[config.mk]
export PLATFORM = sky130hd
export DESIGN_NAME = forward_ctrl
export DESIGN_NICKNAME = d
export VERILOG_FILES = /design/src/rtl/Mux3Type.sv /design/src/rtl/forward_ctrl_pkg.sv /design/src/rtl/forward_ctrl_fwd_select.sv /design/src/rtl/forward_ctrl.sv
export SDC_FILE = /design/constraint.sdc
export NUM_CORES = 1
export LEC_CHECK = 0
export ABC_AREA = 1
export BUFFER_PORTS_ARGS = -buffer_cell sky130_fd_sc_hd__buf_2
export CAP_MARGIN = 20
export CORE_MARGIN = 2
export CORE_UTILIZATION = 49
export DETAILED_ROUTE_END_ITERATION = 10
export PLACE_DENSITY_LB_ADDON = 0.05
export SYNTH_ARGS = -nofsm -noshare
export SYNTH_HDL_FRONTEND = slang
export SYNTH_SLANG_ARGS = --single-unit
export TNS_END_PERCENT = 30
[constraint.sdc]
create_clock -name clk -period 1.6 [get_ports clk]
set_clock_uncertainty 0.1 [all_clocks]
set_input_delay 0.16 -clock clk [delete_from_list [all_inputs] [get_ports clk]]
set_output_delay 0.16 -clock clk [all_outputs]
set_load 0.02 [all_outputs]
[src/rtl/Mux3Type.sv]
// Shared operand-mux select encoding used by the EX-stage three-input muxes.
// The encoding is fixed: other datapath blocks decode these values directly.
package Mux3Type;

    typedef enum logic [1:0] {
        DEFAULT = 2'b00,  // register-file value
        LEFT    = 2'b01,  // MEM-stage result (top_line)
        RIGHT   = 2'b10,  // WB-stage result (bottom_line)
        ZERO    = 2'b11   // constant 0
    } cmd_t;

endpackage

[src/rtl/forward_ctrl_pkg.sv]
// Types and helpers shared by the forwarding controller and its select logic.
// Pipeline shadow entries carry only what forwarding needs to know about a producer.
package forward_ctrl_pkg;

    localparam int FWD_REG_W = 5;
    localparam int FWD_CNT_W = 16;

    typedef logic [FWD_REG_W-1:0] reg_idx_t;

    typedef struct packed {
        logic     valid;
        reg_idx_t rd;
        logic     wen;
        logic     load;
    } fwd_entry_t;

    // WB results are already visible through the write-before-read register file.
    typedef struct packed {
        logic     valid;
        reg_idx_t rd;
        logic     wen;
    } wb_entry_t;

    // x0 is hard-wired, so a producer targeting it never supplies a value.
    function automatic logic entry_writes(input fwd_entry_t e, input reg_idx_t r);
        return e.valid && e.wen && (e.rd == r) && (r != '0);
    endfunction

endpackage

[src/rtl/forward_ctrl_fwd_select.sv]
// Operand-mux select for one source register, resolved against the EX and MEM producers.
// The EX producer is checked first because it is the youngest writer of the register.
module fwd_select
    import Mux3Type::*;
    import forward_ctrl_pkg::*;
(
    input  reg_idx_t   i_src,
    input  logic       i_used,
    input  fwd_entry_t i_ex,
    input  fwd_entry_t i_mem,
    output cmd_t       o_cmd
);

    always_comb begin
        // NOTE: default first so every path assigns o_cmd and no latch is inferred.
        o_cmd = DEFAULT;
        if (i_used) begin
            if (i_src == '0)
                o_cmd = ZERO;
            else if (entry_writes(i_ex, i_src))
                o_cmd = LEFT;
            else if (entry_writes(i_mem, i_src))
                o_cmd = RIGHT;
        end
    end

endmodule

[src/rtl/forward_ctrl.sv]
// Forwarding and load-use hazard controller for the EX-stage operand muxes.
// Shadows EX/MEM/WB producers and registers the rs1/rs2 selects as the instruction enters EX.
module forward_ctrl
    import Mux3Type::*;
    import forward_ctrl_pkg::*;
#(
    parameter int REG_W = FWD_REG_W,
    parameter int CNT_W = FWD_CNT_W
) (
    input  logic             clk,
    input  logic             reset,
    input  logic             id_valid,
    input  logic [REG_W-1:0] id_rs1,
    input  logic [REG_W-1:0] id_rs2,
    input  logic             id_rs1_used,
    input  logic             id_rs2_used,
    input  logic [REG_W-1:0] id_rd,
    input  logic             id_reg_write,
    input  logic             id_is_load,
    input  logic             flush,
    input  logic             hold,
    output logic             id_stall,
    output cmd_t             ex_rs1_cmd,
    output cmd_t             ex_rs2_cmd,
    output logic [CNT_W-1:0] stall_count
);

    fwd_entry_t       r_ex;
    fwd_entry_t       r_mem;
    wb_entry_t        r_wb;
    cmd_t             r_rs1_cmd;
    cmd_t             r_rs2_cmd;
    logic [CNT_W-1:0] r_stall_count;

    reg_idx_t   w_rs1;
    reg_idx_t   w_rs2;
    fwd_entry_t w_id_entry;
    cmd_t       w_rs1_sel;
    cmd_t       w_rs2_sel;
    logic       w_hazard;
    logic       w_issue;

    assign w_rs1      = reg_idx_t'(id_rs1);
    assign w_rs2      = reg_idx_t'(id_rs2);
    assign w_id_entry = '{valid: 1'b1, rd: reg_idx_t'(id_rd), wen: id_reg_write, load: id_is_load};

    // A load in EX has no result to forward until it reaches WB, one cycle too late.
    assign w_hazard = id_valid && r_ex.load &&
                      ((id_rs1_used && entry_writes(r_ex, w_rs1)) ||
                       (id_rs2_used && entry_writes(r_ex, w_rs2)));
    assign id_stall = w_hazard && !flush;
    assign w_issue  = id_valid && !w_hazard && !flush;

    fwd_select u_sel_rs1 (
        .i_src  (w_rs1),
        .i_used (id_rs1_used),
        .i_ex   (r_ex),
        .i_mem  (r_mem),
        .o_cmd  (w_rs1_sel)
    );

    fwd_select u_sel_rs2 (
        .i_src  (w_rs2),
        .i_used (id_rs2_used),
        .i_ex   (r_ex),
        .i_mem  (r_mem),
        .o_cmd  (w_rs2_sel)
    );

    always_ff @(posedge clk) begin
        // NOTE: non-blocking assignments so every stage shifts from pre-edge values.
        if (reset) begin
            r_ex          <= '0;
            r_mem         <= '0;
            r_wb          <= '0;
            r_rs1_cmd     <= DEFAULT;
            r_rs2_cmd     <= DEFAULT;
            r_stall_count <= '0;
        end else if (!hold) begin
            r_wb  <= '{valid: r_mem.valid, rd: r_mem.rd, wen: r_mem.wen};
            r_mem <= r_ex;
            if (w_issue) begin
                r_ex      <= w_id_entry;
                r_rs1_cmd <= w_rs1_sel;
                r_rs2_cmd <= w_rs2_sel;
            end else begin
                r_ex      <= '0;
                r_rs1_cmd <= DEFAULT;
                r_rs2_cmd <= DEFAULT;
            end
            if (id_stall && !(&r_stall_count))
                r_stall_count <= r_stall_count + 1'b1;
        end
    end

    assign ex_rs1_cmd  = r_rs1_cmd;
    assign ex_rs2_cmd  = r_rs2_cmd;
    assign stall_count = r_stall_count;

    // A RIGHT select means the producer has just moved into WB; LEFT means it sits in MEM.
    a_right_has_wb_producer: assert property (@(posedge clk) disable iff (reset)
        (r_ex.valid && (r_rs1_cmd == RIGHT || r_rs2_cmd == RIGHT))
            |-> (r_wb.valid && r_wb.wen && r_wb.rd != '0));

    a_left_has_mem_producer: assert property (@(posedge clk) disable iff (reset)
        (r_ex.valid && (r_rs1_cmd == LEFT || r_rs2_cmd == LEFT))
            |-> (r_mem.valid && r_mem.wen && r_mem.rd != '0));

endmodule

==> run summary <==
Slew Limit Fails = 0
Synth Warn # = 0
violated checks = setup timing
CP peak stage delay = 0.38 ns
# rows = 23
startpoint types = register
Initial Utilization = 51.1%
vias in the first global route = 2016
most common library cell in the layout ignoring fill and taps = nand2_1
antenna violations before repair = 0
min cycle time layout = 1.86 ns
GRT overflow = 0
outcome = complete, but fails checks
global-route wire length before repair = 9000 um
most used routing layer in global routing = met2
Fillers = 324
CP required = 1.72 ns
flops & latches, synth = 35
total wire length = 5720 um
met3 usage = 4.22%
slew margin rel. = 65.1%
WP data arrival = 1.99 ns
r2r setup slk = -0.26 ns
GR Util met2 = 37.7%
final worst-path cycle share = 116%
Seq/Total Area, Yosys = 34.0%
Area Growth Syn to Fin = 44.4%
io pins = 45
Die Height = 68.8 um
die area = 4730 um2
Final Util = 73.8%
Antenna Nets Post-Route = 0
pwr dens = 613 nW/um2
Fmax = 537 MHz
share of layout cells above drive strength 1 = 37.0%
DPL Wire Length = 4190 um
TritonCTS clock tree = built
final setup margin = -0.262 ns
final layout net count = 440
chip width = 68.8 um
Slowest cell on crit path = dfxtp_4
routed len/inst = 12.3 um
Final Hold Violating Endpoints = 0
CP max FO = 4
WS Path Type = reg -> reg
CTS buffer count = 5
drt pass-1 iters = 4
syn nets = 345
number of antenna diodes = 0
total clock sinks = 35
Worst-Skew Late Latency = 0.30 ns
max cap viols = 0
clock root cell = clkbuf_8
largest net degree at the start of global routing = 17
H-Tree Depth = 2
clock slew at reported path FFs = 0.08 ns
critical path endpoint category = register
RSZ-0062 raised after global routing = true
Syn Area/Cell = 6.43 um2
CTS Buffer Depth = 2
Setup violations, final = 28
most frequent CP cell = nand2_2
GPL Wtd Cong = 0.923
Global Route met1 Usage = 37.5%
Worst Hold Slack = 0.0447 ns
critical-path cell list = inv_2 > nand2_2 > nand2_2 > nor3_4 > nand3_2 > nand2_2 > nand3_4 > buf_6 > nor2_4 > buf_6 > nand3_2 > a21oi_2
Hold Buf Count CTS = 0
core area = 4030 um2
PortBufs = 44
DRC = 0
post-synthesis cell count = 320
Post-Synthesis Cell Area = 2060 um2
Netlist cell types = 29
P_leak = 1.48 nW
min-delay worst type = in -> reg
measured slew at the worst slew-check pin = 0.523 ns
DRT iter0 DRCs = 221
Vias/cell = 5.03
most frequent cells in the layout = 75 x nand2_1, 54 x nor2_1, 48 x buf_4
Vias = 2345
Total GRT Usage = 25.6%
worst vdd ir = 0.000596 V
[metal layers]
metal	wire length, um	part of all wire, %
met3	370	6.5
met1	2800	49
met5	0	0
met2	2500	44
met4	56	0.98
[final timing paths]
path / startpoint / to / cells past startpoint
max: r_ex[4] / stall_count[5] / 12
min reg2reg: ex_rs1_cmd[0] / ex_rs1_cmd[0] / 2
max reg2reg: r_ex[4] / stall_count[5] / 12
min: id_rd[0] / r_ex[2] / 3
[registers in the layout, indices dropped and copies added, names as in the netlist]
signal       count
r_mem            7
ex_rs1_cmd       2
r_ex             8
ex_rs2_cmd       2
stall_count     16
[where the power goes]
part           internal (mW)  switching, mW
registers              0.867         0.0138
clock network          0.393          0.331
logic                 0.0956          0.121
total                   1.36          0.466
[worst max-delay path, delay by kind of cell (launching register included)]
kind                   cells  cell delay (ns)
AO/OA/AOI/OAI              1             0.14
buffers and inverters      3             0.32
flip-flops                 1             0.38
AND/OR/NAND/NOR            8             0.85
[Yosys cell counts]
library cell / count / area, um2
clkbuf_1: 7 / 26.3
nand2_1: 81 / 304
nor2_1: 59 / 221
or2_2: 1 / 6.26
xnor2_1: 5 / 43.8
or2_1: 2 / 12.5
inv_1: 30 / 113
a21oi_1: 21 / 105
ha_1: 1 / 12.5
xor2_1: 13 / 114
nand3_1: 16 / 80.1
clkinv_1: 2 / 7.51
buf_6: 1 / 11.3
nor3b_2: 1 / 12.5
nand4_2: 1 / 12.5
nor2_2: 2 / 12.5
inv_2: 3 / 11.3
nor3_1: 3 / 15.0
nor3b_1: 1 / 7.51
nor2_4: 1 / 11.3
nand4_1: 15 / 93.8
o21ai_0: 10 / 50.1
nand3_4: 1 / 17.5
nand2_2: 3 / 18.8
nor3_2: 1 / 10.0
nand3b_1: 2 / 15.0
o22ai_1: 1 / 6.26
dfxtp_1: 35 / 701
and2_1: 1 / 6.26
[logic make-up after synthesis]
| family | after synthesis | synth area share, % |
|---|---|---|
| AOI/OAI and AO/OA | 32 | 7.84 |
| buffers and inverters | 43 | 8.21 |
| xor gates and xnor gates | 18 | 7.66 |
| DFF | 35 | 34.0 |
| and+or+nand+nor | 191 | 41.6 |
| adders and majority gates | 1 | 0.608 |
[layout make-up]
type	count	area (um2)	area share (%)
clock buffers	8	100	3.37
inverters	35	133	4.46
multi-input cells	243	1310	43.9
flip-flops and latches	35	751	25.3
well taps	50	62.6	2.11
repair buffers	95	621	20.9
[through the flow]
step | TNS (ns) | cell area, um2 | setup slack (ns) | power, mW | instances
2_1_floorplan | 0 | 2110 | 0.00343 | 1.00 | 320
6_report | -3.80 | 2970 | -0.262 | 1.82 | 466
4_1_cts | -2.47 | 2900 | -0.187 | 1.83 | 464
3_5_place_dp | -2.46 | 2720 | -0.171 | 1.10 | 454
3_3_place_gp | -1.91 | 2720 | -0.157 | 1.10 | 454
5_1_grt | -7.38 | 2970 | -0.397 | 1.90 | 466
[repair_timing]
action / in CTS / in global routing
setup buffers: 2 / 1
setup endpoints to repair: 21 / 29
pin swaps: 9 / 10
cloned: 0 / 1
gates resized for setup: 23 / 14
(Power assumes the default switching activity.)
